[src/rtl/mips_pkg.sv]
// Shared definitions for the multicycle MIPS control path: opcodes, ALUOp codes,
// FSM state encodings, datapath mux selects and the DECODE dispatch helper.
package mips_pkg;

  localparam int OPC_W   = 6;
  localparam int STATE_W = 4;

  localparam logic [OPC_W-1:0] OP_RTYPE = 6'h00;
  localparam logic [OPC_W-1:0] OP_J     = 6'h02;
  localparam logic [OPC_W-1:0] OP_JAL   = 6'h03;
  localparam logic [OPC_W-1:0] OP_BEQ   = 6'h04;
  localparam logic [OPC_W-1:0] OP_BNE   = 6'h05;
  localparam logic [OPC_W-1:0] OP_ADDI  = 6'h08;
  localparam logic [OPC_W-1:0] OP_ANDI  = 6'h0C;
  localparam logic [OPC_W-1:0] OP_ORI   = 6'h0D;
  localparam logic [OPC_W-1:0] OP_LW    = 6'h23;
  localparam logic [OPC_W-1:0] OP_SW    = 6'h2B;

  localparam logic [2:0] ALUOP_ADD  = 3'b000;
  localparam logic [2:0] ALUOP_SUB  = 3'b001;
  localparam logic [2:0] ALUOP_FUNC = 3'b010;
  localparam logic [2:0] ALUOP_AND  = 3'b011;
  localparam logic [2:0] ALUOP_OR   = 3'b100;

  localparam logic [1:0] REGDST_RT = 2'b00;
  localparam logic [1:0] REGDST_RD = 2'b01;
  localparam logic [1:0] REGDST_RA = 2'b10;

  localparam logic [1:0] MTR_ALUOUT = 2'b00;
  localparam logic [1:0] MTR_MDR    = 2'b01;
  localparam logic [1:0] MTR_PC     = 2'b10;

  localparam logic [1:0] SRCB_B      = 2'b00;
  localparam logic [1:0] SRCB_FOUR   = 2'b01;
  localparam logic [1:0] SRCB_IMM    = 2'b10;
  localparam logic [1:0] SRCB_IMMSH2 = 2'b11;

  localparam logic [1:0] PCSRC_ALU    = 2'b00;
  localparam logic [1:0] PCSRC_ALUOUT = 2'b01;
  localparam logic [1:0] PCSRC_JUMP   = 2'b10;
  localparam logic [1:0] PCSRC_REG    = 2'b11;

  typedef enum logic [STATE_W-1:0] {
    S_IDLE      = 4'd0,
    S_FETCH     = 4'd1,
    S_DECODE    = 4'd2,
    S_MEM_ADDR  = 4'd3,
    S_MEM_READ  = 4'd4,
    S_MEM_WB    = 4'd5,
    S_MEM_WRITE = 4'd6,
    S_R_EXEC    = 4'd7,
    S_R_WB      = 4'd8,
    S_JR        = 4'd9,
    S_BRANCH    = 4'd10,
    S_I_EXEC    = 4'd11,
    S_I_WB      = 4'd12,
    S_JUMP      = 4'd13,
    S_JAL       = 4'd14
  } state_e;

  typedef struct packed {
    logic       pc_write;
    logic       pc_write_cond;
    logic       pc_write_ncond;
    logic       i_or_d;
    logic       mem_read;
    logic       mem_write;
    logic       ir_write;
    logic [1:0] reg_dst;
    logic [1:0] mem_to_reg;
    logic       reg_write;
    logic       alu_src_a;
    logic [1:0] alu_src_b;
    logic [2:0] alu_op;
    logic [1:0] pc_source;
    logic       illegal_op;
  } ctrl_t;

  // Unknown opcodes fall back to FETCH, which is also how illegal_op is recognised.
  function automatic state_e decode_next(input logic [OPC_W-1:0] opc);
    case (opc)
      OP_RTYPE:               return S_R_EXEC;
      OP_LW, OP_SW:           return S_MEM_ADDR;
      OP_BEQ, OP_BNE:         return S_BRANCH;
      OP_ADDI, OP_ANDI, OP_ORI: return S_I_EXEC;
      OP_J:                   return S_JUMP;
      OP_JAL:                 return S_JAL;
      default:                return S_FETCH;
    endcase
  endfunction

endpackage

[src/rtl/mips_mc_out_decode.sv]
// Combinational state -> datapath control decode for the multicycle MIPS FSM.
// With MC_MEM_WAIT_EN, FETCH gates pc_write/ir_write on mem_ready_i.
module mips_mc_out_decode
  import mips_pkg::*;
(
  input  state_e           state_i,
  input  logic [OPC_W-1:0] opcode_i,
`ifdef MC_MEM_WAIT_EN
  input  logic             mem_ready_i,
`endif
  output ctrl_t            ctrl_o
);

  always_comb begin
    ctrl_o = '0;
    case (state_i)
      S_FETCH: begin
        ctrl_o.mem_read  = 1'b1;
        ctrl_o.alu_src_b = SRCB_FOUR;
        ctrl_o.alu_op    = ALUOP_ADD;
        ctrl_o.pc_source = PCSRC_ALU;
`ifdef MC_MEM_WAIT_EN
        ctrl_o.ir_write  = mem_ready_i;
        ctrl_o.pc_write  = mem_ready_i;
`else
        ctrl_o.ir_write  = 1'b1;
        ctrl_o.pc_write  = 1'b1;
`endif
      end
      S_DECODE: begin
        ctrl_o.alu_src_b  = SRCB_IMMSH2;
        ctrl_o.alu_op     = ALUOP_ADD;
        ctrl_o.illegal_op = (decode_next(opcode_i) == S_FETCH);
      end
      S_MEM_ADDR: begin
        ctrl_o.alu_src_a = 1'b1;
        ctrl_o.alu_src_b = SRCB_IMM;
        ctrl_o.alu_op    = ALUOP_ADD;
      end
      S_MEM_READ: begin
        ctrl_o.mem_read = 1'b1;
        ctrl_o.i_or_d   = 1'b1;
      end
      S_MEM_WB: begin
        ctrl_o.reg_dst    = REGDST_RT;
        ctrl_o.mem_to_reg = MTR_MDR;
        ctrl_o.reg_write  = 1'b1;
      end
      S_MEM_WRITE: begin
        ctrl_o.mem_write = 1'b1;
        ctrl_o.i_or_d    = 1'b1;
      end
      S_R_EXEC: begin
        ctrl_o.alu_src_a = 1'b1;
        ctrl_o.alu_src_b = SRCB_B;
        ctrl_o.alu_op    = ALUOP_FUNC;
      end
      S_R_WB: begin
        ctrl_o.reg_dst    = REGDST_RD;
        ctrl_o.mem_to_reg = MTR_ALUOUT;
        ctrl_o.reg_write  = 1'b1;
      end
      S_JR: begin
        ctrl_o.pc_source = PCSRC_REG;
        ctrl_o.pc_write  = 1'b1;
      end
      S_BRANCH: begin
        ctrl_o.alu_src_a      = 1'b1;
        ctrl_o.alu_src_b      = SRCB_B;
        ctrl_o.alu_op         = ALUOP_SUB;
        ctrl_o.pc_source      = PCSRC_ALUOUT;
        ctrl_o.pc_write_cond  = (opcode_i == OP_BEQ);
        ctrl_o.pc_write_ncond = (opcode_i == OP_BNE);
      end
      S_I_EXEC: begin
        ctrl_o.alu_src_a = 1'b1;
        ctrl_o.alu_src_b = SRCB_IMM;
        case (opcode_i)
          OP_ANDI: ctrl_o.alu_op = ALUOP_AND;
          OP_ORI:  ctrl_o.alu_op = ALUOP_OR;
          default: ctrl_o.alu_op = ALUOP_ADD;
        endcase
      end
      S_I_WB: begin
        ctrl_o.reg_dst    = REGDST_RT;
        ctrl_o.mem_to_reg = MTR_ALUOUT;
        ctrl_o.reg_write  = 1'b1;
      end
      S_JUMP: begin
        ctrl_o.pc_source = PCSRC_JUMP;
        ctrl_o.pc_write  = 1'b1;
      end
      S_JAL: begin
        ctrl_o.reg_dst    = REGDST_RA;
        ctrl_o.mem_to_reg = MTR_PC;
        ctrl_o.reg_write  = 1'b1;
        ctrl_o.pc_source  = PCSRC_JUMP;
        ctrl_o.pc_write   = 1'b1;
      end
      default: ctrl_o = '0;
    endcase
  end

endmodule

[src/rtl/mips_mc_main_ctrl.sv]
// Multicycle MIPS main control FSM (Moore); outputs decoded from the state register.
// Optional MC_MEM_WAIT_EN: FETCH/MEM_READ/MEM_WRITE wait for mem_ready_i.
module mips_mc_main_ctrl
  import mips_pkg::*;
#(
  parameter int OPC_W   = 6,
  parameter int STATE_W = 4
) (
  input  logic               clk,
  input  logic               rst_n,
  input  logic [OPC_W-1:0]   opcode_i,
  input  logic               jump_reg_i,
  input  logic               mem_ready_i,
  output logic               pc_write_o,
  output logic               pc_write_cond_o,
  output logic               pc_write_ncond_o,
  output logic               i_or_d_o,
  output logic               mem_read_o,
  output logic               mem_write_o,
  output logic               ir_write_o,
  output logic [1:0]         reg_dst_o,
  output logic [1:0]         mem_to_reg_o,
  output logic               reg_write_o,
  output logic               alu_src_a_o,
  output logic [1:0]         alu_src_b_o,
  output logic [2:0]         alu_op_o,
  output logic [1:0]         pc_source_o,
  output logic               illegal_op_o,
  output logic [STATE_W-1:0] state_o
);

  state_e state_q;
  state_e state_d;
  ctrl_t  ctrl;
  logic   mem_hold;

`ifdef MC_MEM_WAIT_EN
  assign mem_hold = !mem_ready_i;
`else
  logic unused_mem_ready;
  assign unused_mem_ready = mem_ready_i;
  assign mem_hold         = 1'b0;
`endif

  always_comb begin
    state_d = state_q;
    case (state_q)
      S_IDLE:      state_d = S_FETCH;
      S_FETCH:     state_d = mem_hold ? S_FETCH : S_DECODE;
      S_DECODE:    state_d = decode_next(opcode_i);
      S_MEM_ADDR:  state_d = (opcode_i == OP_LW) ? S_MEM_READ : S_MEM_WRITE;
      S_MEM_READ:  state_d = mem_hold ? S_MEM_READ : S_MEM_WB;
      S_MEM_WRITE: state_d = mem_hold ? S_MEM_WRITE : S_FETCH;
      // jump_reg_i is only trusted while ALUOp=FUNC, i.e. in R_EXEC.
      S_R_EXEC:    state_d = jump_reg_i ? S_JR : S_R_WB;
      S_MEM_WB, S_R_WB, S_JR, S_BRANCH, S_I_WB, S_JUMP, S_JAL:
                   state_d = S_FETCH;
      S_I_EXEC:    state_d = S_I_WB;
      default:     state_d = S_IDLE;
    endcase
  end

  always_ff @(posedge clk or negedge rst_n) begin
    if (!rst_n) begin
      state_q <= S_IDLE;
    end else begin
      state_q <= state_d;
    end
  end

  mips_mc_out_decode u_out_decode (
    .state_i     (state_q),
    .opcode_i    (opcode_i),
`ifdef MC_MEM_WAIT_EN
    .mem_ready_i (mem_ready_i),
`endif
    .ctrl_o      (ctrl)
  );

  assign pc_write_o       = ctrl.pc_write;
  assign pc_write_cond_o  = ctrl.pc_write_cond;
  assign pc_write_ncond_o = ctrl.pc_write_ncond;
  assign i_or_d_o         = ctrl.i_or_d;
  assign mem_read_o       = ctrl.mem_read;
  assign mem_write_o      = ctrl.mem_write;
  assign ir_write_o       = ctrl.ir_write;
  assign reg_dst_o        = ctrl.reg_dst;
  assign mem_to_reg_o     = ctrl.mem_to_reg;
  assign reg_write_o      = ctrl.reg_write;
  assign alu_src_a_o      = ctrl.alu_src_a;
  assign alu_src_b_o      = ctrl.alu_src_b;
  assign alu_op_o         = ctrl.alu_op;
  assign pc_source_o      = ctrl.pc_source;
  assign illegal_op_o     = ctrl.illegal_op;
  assign state_o          = state_q;

endmodule

[config.mk]
export PLATFORM = sky130hd
export DESIGN_NAME = mips_mc_main_ctrl
export DESIGN_NICKNAME = d
export VERILOG_FILES = /design/src/rtl/mips_pkg.sv /design/src/rtl/mips_mc_out_decode.sv /design/src/rtl/mips_mc_main_ctrl.sv
export SDC_FILE = /design/constraint.sdc
export NUM_CORES = 1
export LEC_CHECK = 0
export CAP_MARGIN = 15
export CORE_UTILIZATION = 36
export DETAILED_ROUTE_END_ITERATION = 12
export PLACE_DENSITY_LB_ADDON = 0.25
export SETUP_SLACK_MARGIN = 0.02
export SYNTH_ARGS = -nofsm -noshare
export SYNTH_HDL_FRONTEND = slang
export SYNTH_SLANG_ARGS = --single-unit
[constraint.sdc]
create_clock -name clk -period 2 [get_ports clk]
set_clock_uncertainty 0.05 [all_clocks]
set_input_delay 0.3 -clock clk [delete_from_list [all_inputs] [get_ports clk]]
set_output_delay 0.3 -clock clk [all_outputs]
set_load 0.02 [all_outputs]
==> results.md, run 1 <==
* Final ANT Viol Nets at 0
* Via Count at 849
* CP startpoint kind: register
* Final Hold Viols at 0
* RSZ-0062 raised after global routing: true
* Antenna violations before repair at 0
* Crit. End Element: output pin
* Antenna diodes at 0
* Largest net degree at the start of global routing at 13
* Synth Register Bits at 4
* Slowest stage delay, CP at 0.48 ns
* Initial core utilization at 0.410
* Slew Limit Headroom at 0.815
* Number of flops mapped to enable cells by yosys at 0
* Global-route wire length before repair at 3380 um
* Die Ht at 41.5 um
* Ys async rst share at 1.00
* Yosys cell types at 36
* Number of flip-flops in the largest register at 4
* WP data arrival at 1.57 ns
* Commonest non-fill, non-tap cell in the layout: buf_4
* Layout cells sized above 1 at 0.440
* Status: finished clean
* CTS H-Tree Depth at 1
* CP cell instances: nand2b_4 -> or4_4 -> nor2_1 -> buf_2
* Total die area at 1720 sq um
* Critical path's slowest cell: or4_4
* IO Port Bufs at 33
* FP Rows at 13
* Period utilization at 0.961
* Max-cap violations at 0
* Initial DRC count at 22
* Worst EP required at 1.65 ns
* PnR worst setup slack at 0.0772 ns
* Net count after synthesis at 90
* Peak VDD IR at 0.00111 V
* Vias in the first global route at 778
* Via density at 5.44
* Max Root-Sink Buffers at 2
* Setup CP Type: register to output pin
* Num CTS Buffers at 3
* Syn Inst Count at 80
* FMAX at 520 MHz
* Synthesized area at 561 sq um
* Fillcell total at 98
* DPL Wire Length at 1540 um
* Clk sinks at 4
* Seq/Total Area, Yosys at 0.179
* Worst-path clk slew at 0.04 ns
* CTS tree: yes
* CP max FO at 4
* Final Max Tran Viols at 0
* Routability cong. at 0.830
* GRT overflow at 0
* Post-route DRC at 0
* Drt first pass iters at 4
* Pre-CTS setup slack at -0.727 ns
* Syn_area_per_cell at 7.01 sq um
* Most frequent cells in the layout: buf_4 (33), dlygate4sd2_1 (10), nor2_1 (9), buf_2 (9)
* Post-layout minimum cycle time at 1.92 ns
* Synth Flop Type: dfrtp_1
* Hold_ws at 0.219 ns
* Endpoints failing setup at 0
* Slew @ Worst Pin at 0.275 ns
* Pleak at 0.564 nW
* Power density cells at 1180 nW/um^2
* GRT Total Usage at 0.242
* Die width at 41.5 um
* Clk root buf: clkbuf_4
* I/O Pins at 35
* Yosys warnings at 0
* WL/cell at 13.8 um
* Core region area at 1370 sq um
* P&R area growth vs syn at 97.3%
* Total wire length at 2160 um
* Skew-Pair Late Insertion Delay at 0.24 ns
* Nets@finish at 153
* Hold WC Path Type: input port to asynchronous set/reset pin
[Yosys cell counts, drive strengths merged, types with 3 or more instances]
cell	number	area share
dfrtp	4	0.18
nor3	4	0.036
buf	3	0.029
nor2b	4	0.045
or4	3	0.040
nor2	9	0.060
nand2b	8	0.089
clkbuf	3	0.020
a21boi	3	0.040
o22ai	3	0.033
nand2	4	0.027
o21ai	3	0.027
inv	3	0.020
a21oi	3	0.027
[through the flow]
| step | instance area (sq um) | util | setup TNS [ns] | std cells | power (mW) |
|---|---|---|---|---|---|
| global placement | 1080 | 0.794 | -3.69 | 149 | 1.20 |
| detailed placement | 1080 | 0.794 | -4.07 | 149 | 1.22 |
| CTS | 1100 | 0.802 | 0 | 154 | 1.27 |
| floorplan | 561 | - | 0 | 80 | 0.675 |
| finish | 1110 | 0.810 | 0 | 156 | 1.30 |
| global route | 1110 | 0.810 | 0 | 156 | 1.38 |
[worst max-delay path, delay by kind of cell, from the launching register on]
| family | cells | cell delay [ns] |
|---|---|---|
| and+or+nand+nor | 3 | 0.75 |
| DFF | 1 | 0.41 |
| buffers and inverters | 1 | 0.17 |
[routing by layer]
metal / up-vias / part of all wire / wire length (um) / track usage
met5: - / 0 / 0 / 0
met4: 0 / 0.019 / 42 / 0.0387
met1: 387 / 0.44 / 948 / 0.326
met3: 4 / 0.066 / 143 / 0.0435
li1: 420 / - / - / -
met2: 38 / 0.47 / 1020 / 0.406
[repair_timing]
item	in CTS	in global routing
pin swaps	2	2
buffers inserted	2	2
hold endpoints to repair	0	0
endpoints found under the setup margin	21	11
hold buffers	0	0
resized for setup	80	18
[kinds of logic after synthesis]
logic type	Yosys count	share of synthesized area
AND/OR/NAND/NOR	43	0.438
flip-flops	4	0.179
AO/OA/AOI/OAI	23	0.299
XOR/XNOR	1	0.0156
buffers and inverters	9	0.0692
[report_power, final]
group	leakage, nW	internal, mW	switching [mW]
registers	0.0496	0.115	0.0430
clock network	0.0138	0.0676	0.0395
logic	0.501	0.489	0.547
total	0.564	0.671	0.629
[final cells by class]
class / instances / area (sq um) / share of cell area
inverters: 3 / 11.3 / 0.0102
flip-flops and latches: 4 / 101 / 0.0916
clock buffers: 3 / 22.5 / 0.0204
multi-input cells: 67 / 464 / 0.420
repair buffers: 64 / 488 / 0.441
well taps: 15 / 18.8 / 0.0170
[path summary, 6_finish.rpt]
kind	end	depth (start not counted)	start	slack, ns
max	pc_write_ncond_o	4	state_o[0]	0.08
min	state_o[3]	1	rst_n	0.22
max reg2reg	state_o[1]	4	state_o[1]	0.62
min reg2reg	state_o[2]	2	state_o[2]	0.62
max in group asynchronous	state_o[1]	1	rst_n	1.49
min in group clk	state_o[3]	4	opcode_i[1]	0.60
Power figures use the tool's default switching activity.
==> run 2, diff against run 1 <==
--- a/config.mk
+++ b/config.mk
@@ -6,8 +6,11 @@
 export NUM_CORES = 1
 export LEC_CHECK = 0
 export CAP_MARGIN = 15
-export CORE_UTILIZATION = 36
+export CELL_PAD_IN_SITES_DETAIL_PLACEMENT = 1
+export CELL_PAD_IN_SITES_GLOBAL_PLACEMENT = 2
+export CORE_UTILIZATION = 17
 export DETAILED_ROUTE_END_ITERATION = 12
+export GPL_TIMING_DRIVEN = 1
 export PLACE_DENSITY_LB_ADDON = 0.25
 export SETUP_SLACK_MARGIN = 0.02
 export SYNTH_ARGS = -nofsm -noshare
==> results.md, run 2 (synthesis results as in run 1) <==
* Status: finished clean
* Final Max Tran Viols at 0 (unchanged)
* Tot Pwr at 1.33 mW (+2.6%)
* Max Root-Sink Buffers at 2 (unchanged)
* Die Ht at 59.4 um (+43%)
* Power density cells at 1140 nW/um^2 (-2.9%)
* Clk root buf: clkbuf_4
* Drt first pass iters at 3 (-1)
* Worst reg2reg setup slack at 0.57 ns (-0.05 ns)
* Reg2Reg Depth at 5 (+1)
* Hold buffer count at cts at 0 (unchanged)
* CP max FO at 2 (-2)
* Initial core utilization at 0.181 (-0.230)
* Final Hold Viols at 0 (unchanged)
* Pleak at 0.560 nW (-0.72%)
* Peak VDD IR at 0.000441 V (-60%)
* Vias in the first global route at 804 (+3.3%)
* GRT overflow at 0 (unchanged)
* Critical path endpoint: alu_op_o[0]
* R2r endpoint: state_o[1]
* Die width at 59.4 um (+43%)
* Antenna violations before repair at 0 (unchanged)
* CTS H-Tree Depth at 1 (unchanged)
* Antenna diodes at 0 (unchanged)
* Setup CP Type: input port to output pin
* Pre-CTS setup slack at -0.750 ns (-0.0233 ns)
* CP Launch Point: opcode_i[4]
* Post-route DRC at 0 (unchanged)
* Non-Filler Instances at 187 (+20%)
* WP data arrival at 1.60 ns (+0.03 ns)
* Slew @ Worst Pin at 0.248 ns (-0.0273 ns)
* Max-cap violations at 0 (unchanged)
* Period utilization at 0.974 (+0.0124)
* Worst EP required at 1.65 ns (about the same)
* Slew Limit Headroom at 0.833 (+0.0176)
* Total die area at 3530 sq um (+110%)
* P&R area growth vs syn at 108%
* IO Port Bufs at 33 (unchanged)
* RSZ-0062 raised after global routing: false
* Endpoints failing setup at 0 (unchanged)
* Core region area at 3100 sq um (+130%)
* RR Startpoint: state_o[0]
* DPL Wire Length at 1780 um (+16%)
* Cells after DPL at 181 (+21%)
* Hold WC Path Type: input port to asynchronous set/reset pin
* Number of flip-flops in the largest register at 4 (unchanged)
* Layout cells sized above 1 at 0.448 (+0.00784)
* Fillcell total at 411 (+320%)
* Clk sinks at 4 (unchanged)
* Largest net degree at the start of global routing at 13 (unchanged)
* Worst-path clk slew at 0.04 ns (about the same)
* FP Rows at 20 (+7)
* Global-route wire length before repair at 3690 um (+9.2%)
* GRT Total Usage at 0.141 (-0.100)
* WL/cell at 12.6 um (-9.1%)
* I/O Pins at 35 (unchanged)
* Most frequent cells in the layout: buf_4 (36), dlygate4sd2_1 (8), nand2b_1 (7), nor2_1 (7), buf_2 (7)
* PnR worst setup slack at 0.0524 ns (-0.0248 ns)
* Commonest non-fill, non-tap cell in the layout: buf_4
* Routability cong. at 0.784 (-5.5%)
* Final ANT Viol Nets at 0 (unchanged)
* Crit. End Element: output pin
* Skew-Pair Late Insertion Delay at 0.25 ns (about the same)
* CTS tree: yes
* Post-layout minimum cycle time at 1.95 ns (+0.0248 ns)
* FMAX at 513 MHz (-1.3%)
* Via Count at 823 (-3.1%)
* Initial DRC count at 21 (-4.5%)
* Num CTS Buffers at 3 (unchanged)
* Total wire length at 2350 um (+8.9%)
* CP startpoint kind: input port
* Nets@finish at 155 (+1.3%)
* Via density at 4.40 (-19%)
-- run 2: cell types whose count changed in the layout (fill, tap and decap cells not counted) --
cell,change
nor2_2,+2
clkdlybuf4s15_1,+2
buf_2,-2
buf_4,+3
nor2_1,-2
clkbuf_2,-1
dlygate4sd2_1,-2
buf_6,+1
clkdlybuf4s15_2,+1
nand2b_4,-1
nand2b_1,+1
o21ai_1,+1
o21ai_2,-1
-- run 2: where the power goes --
group          leakage [nW]  switching (mW)  internal [mW]
logic                 0.497           0.561          0.517
clock network        0.0138          0.0382         0.0674
registers            0.0496          0.0358          0.115
-- run 2: critical path, cell delays in order --
cell	delay (ns)
buf_6	0.09
or4_4	0.52
or4_4	0.44
o21ai_1	0.09
buf_4	0.15
-- run 2: how the worst min path moves through the flow --
stage                     slack [ns]    endpoint  start  depth (start not counted)
final                           0.22  state_o[2]  rst_n                          1
after global routing            0.23  state_o[2]  rst_n                          1
after CTS                       0.21  state_o[2]  rst_n                          1
after detailed placement        0.47  state_o[0]  rst_n                          1
after global placement          0.46  state_o[1]  rst_n                          1
after floorplan                -0.05  state_o[0]  rst_n                          0
-- run 2: stage by stage --
step | hold WS, ns | cell area [sq um] | TNS, ns | util
floorplan | -0.0456 | 561 | 0 | -
global placement | 0.464 | 1140 | -4.06 | 0.369
detailed placement | 0.473 | 1140 | -4.28 | 0.369
CTS | 0.206 | 1150 | -0.000129 | 0.372
global route | 0.229 | 1170 | 0 | 0.377
finish | 0.216 | 1170 | 0 | 0.377
-- run 2: layout make-up --
class	instances	area, sq um	area share
inverters	3	11.3	0.00964
well taps	44	55.1	0.0471
clock buffers	3	22.5	0.0193
flip-flops and latches	4	101	0.0867
repair buffers	66	520	0.445
multi-input cells	67	458	0.392
-- run 2: repair_timing --
| action | 4_1_cts | 5_1_grt |
|---|---|---|
| pin swaps | 2 | 2 |
| resized for setup | 85 | 19 |
| gates cloned | 0 | 0 |
| buffers inserted | 1 | 2 |
| endpoints found under the setup margin | 21 | 13 |
-- run 2: routing by layer --
metal | share of wire | wire length (um) | vias to the layer above | track usage
met4 | 0.011 | 27 | 0 | 0.0510
met5 | 0 | 0 | - | 0
met2 | 0.48 | 1120 | 17 | 0.233
met3 | 0.034 | 81 | 5 | 0.0262
met1 | 0.47 | 1120 | 380 | 0.183
li1 | - | - | 421 | -
==> run 3, diff against run 2 <==
--- a/config.mk
+++ b/config.mk
@@ -13,6 +13,7 @@
 export GPL_TIMING_DRIVEN = 1
 export PLACE_DENSITY_LB_ADDON = 0.25
 export SETUP_SLACK_MARGIN = 0.02
+export SKIP_CTS_REPAIR_TIMING = 1
 export SYNTH_ARGS = -nofsm -noshare
 export SYNTH_HDL_FRONTEND = slang
 export SYNTH_SLANG_ARGS = --single-unit
==> results.md, run 3 (synthesis results as in run 1) <==
* Worst EP required at 1.65 ns (about the same)
* Initial DRC count at 26 (+24%)
* Placed Area at 1140 sq um (unchanged)
* Routability cong. at 0.784 (unchanged)
* Total die area at 3530 sq um (unchanged)
* Most frequent cells in the layout: buf_4 (33), dlymetal6s2s_1 (16), nor2_1 (7)
* Initial core utilization at 0.181 (unchanged)
* CP max FO at 3 (+1)
* Critical path's slowest cell: or4_4
* Die width at 59.4 um (unchanged)
* Final Max Tran Viols at 0 (unchanged)
* Cells after DPL at 181 (unchanged)
* FMAX at 502 MHz (-2.2%)
* Final Hold Viols at 0 (unchanged)
* Number of flip-flops in the largest register at 4 (unchanged)
* Drt first pass iters at 4 (+1)
* CTS H-Tree Depth at 1 (unchanged)
* RR Startpoint: state_o[0]
* Hold WC Path Type: input port to asynchronous set/reset pin
* Peak VDD IR at 0.000458 V (+3.9%)
* Largest net degree at the start of global routing at 13 (unchanged)
* Endpoints failing setup at 0 (unchanged)
* GRT overflow at 0 (unchanged)
* Pleak at 0.756 nW (+35%)
* Num CTS Buffers at 3 (unchanged)
* Max Root-Sink Buffers at 2 (unchanged)
* IO Port Bufs at 33 (unchanged)
* FP Rows at 20 (unchanged)
* Max-cap violations at 0 (unchanged)
* Post-layout minimum cycle time at 1.99 ns (+0.0435 ns)
* Period utilization at 0.996 (+0.0217)
* Slowest stage delay, CP at 0.52 ns (about the same)
* Pre-CTS setup slack at -0.750 ns (unchanged)
* GRT Total Usage at 0.137 (-0.00403)
* Nets@finish at 153 (-1.3%)
* Die Ht at 59.4 um (unchanged)
* CTS tree: yes
* Slew @ Worst Pin at 0.332 ns (+0.0843 ns)
* Via Count at 826 (+0.36%)
* P&R area growth vs syn at 121%
* Clk sinks at 4 (unchanged)
* Fillcell total at 403 (-1.9%)
* Final ANT Viol Nets at 0 (unchanged)
* Skew-Pair Late Insertion Delay at 0.25 ns (about the same)
* Crit. End Element: output pin
* Vias in the first global route at 784 (-2.5%)
* Commonest non-fill, non-tap cell in the layout: buf_4
* Power density cells at 1110 nW/um^2 (-3.1%)
* Worst reg2reg setup slack at 0.61 ns (+0.04 ns)
* Antenna violations before repair at 0 (unchanged)
* I/O Pins at 35 (unchanged)
* Antenna diodes at 0 (unchanged)
* Hold_ws at 0.215 ns (-0.000681 ns)
* Reg2Reg Depth at 5 (unchanged)
* PnR worst setup slack at 0.00891 ns (-0.0435 ns)
* Clk root buf: clkbuf_4
* Layout cells sized above 1 at 0.397 (-0.0504)
* RSZ-0062 raised after global routing: true
* Global-route wire length before repair at 3590 um (-2.8%)
* Non-Filler Instances at 185 (-1.1%)
* DPL Wire Length at 1780 um (unchanged)
* Core region area at 3100 sq um (unchanged)
* Design area at 1240 sq um (+5.8%)
* WL/cell at 12.5 um (-0.90%)
* Tot Pwr at 1.37 mW (+2.5%)
* CP startpoint kind: register
* Post-route DRC at 0 (unchanged)
* Total wire length at 2300 um (-2.0%)
* CP cell instances: buf_6 -> nand2b_4 -> or4_4 -> nor2_4 -> buf_6
* Most used cell, CP: buf_6
* Setup TNS at 0 ns (unchanged)
* Setup CP Type: register to output pin
* WP data arrival at 1.64 ns (+0.04 ns)
* Worst-path clk slew at 0.04 ns (about the same)
* Final Util at 0.398 (+0.0218)
* Slew Limit Headroom at 0.778 (-0.0544)
* Via density at 4.46 (+1.4%)
* R2r endpoint: state_o[1]
* Status: finished clean
## run 3: worst max-delay path, delay by kind of cell, from the launching register on
| kind | cells | cell delay [ns] |
|---|---|---|
| flops | 1 | 0.40 |
| simple gates | 3 | 0.75 |
| buf+inv | 2 | 0.25 |
## run 3: report_power, final
part,switching [mW],total [mW],internal (mW)
combinational,0.558,1.11,0.551
sequential,0.0383,0.153,0.115
clock,0.0382,0.106,0.0674
## run 3: layer usage
layer	wire, um	up-vias	GRT usage
li1	-	417	-
met1	1080	385	0.180
met2	1110	19	0.222
met3	80	5	0.0262
met4	27	0	0.0510
met5	0	-	0
## run 3: worst max-delay path by stage
| stage | start | endpoint |
|---|---|---|
| 6_report | state_o[0] | pc_write_ncond_o |
| 3_3_place_gp | opcode_i[0] | alu_op_o[0] |
| 2_1_floorplan | state_o[1] | illegal_op_o |
| 4_1_cts | opcode_i[1] | alu_op_o[1] |
| 5_1_grt | state_o[0] | pc_write_ncond_o |
| 3_5_place_dp | opcode_i[0] | alu_op_o[1] |
## run 3: area by class of cell
type                    instances  area (sq um)  area share
repair buffers                 64           578       0.468
multi-input cells              67           468       0.379
flip-flops and latches          4           101      0.0820
well taps                      44          55.1      0.0445
clock buffers                   3          22.5      0.0182
inverters                       3          11.3     0.00911
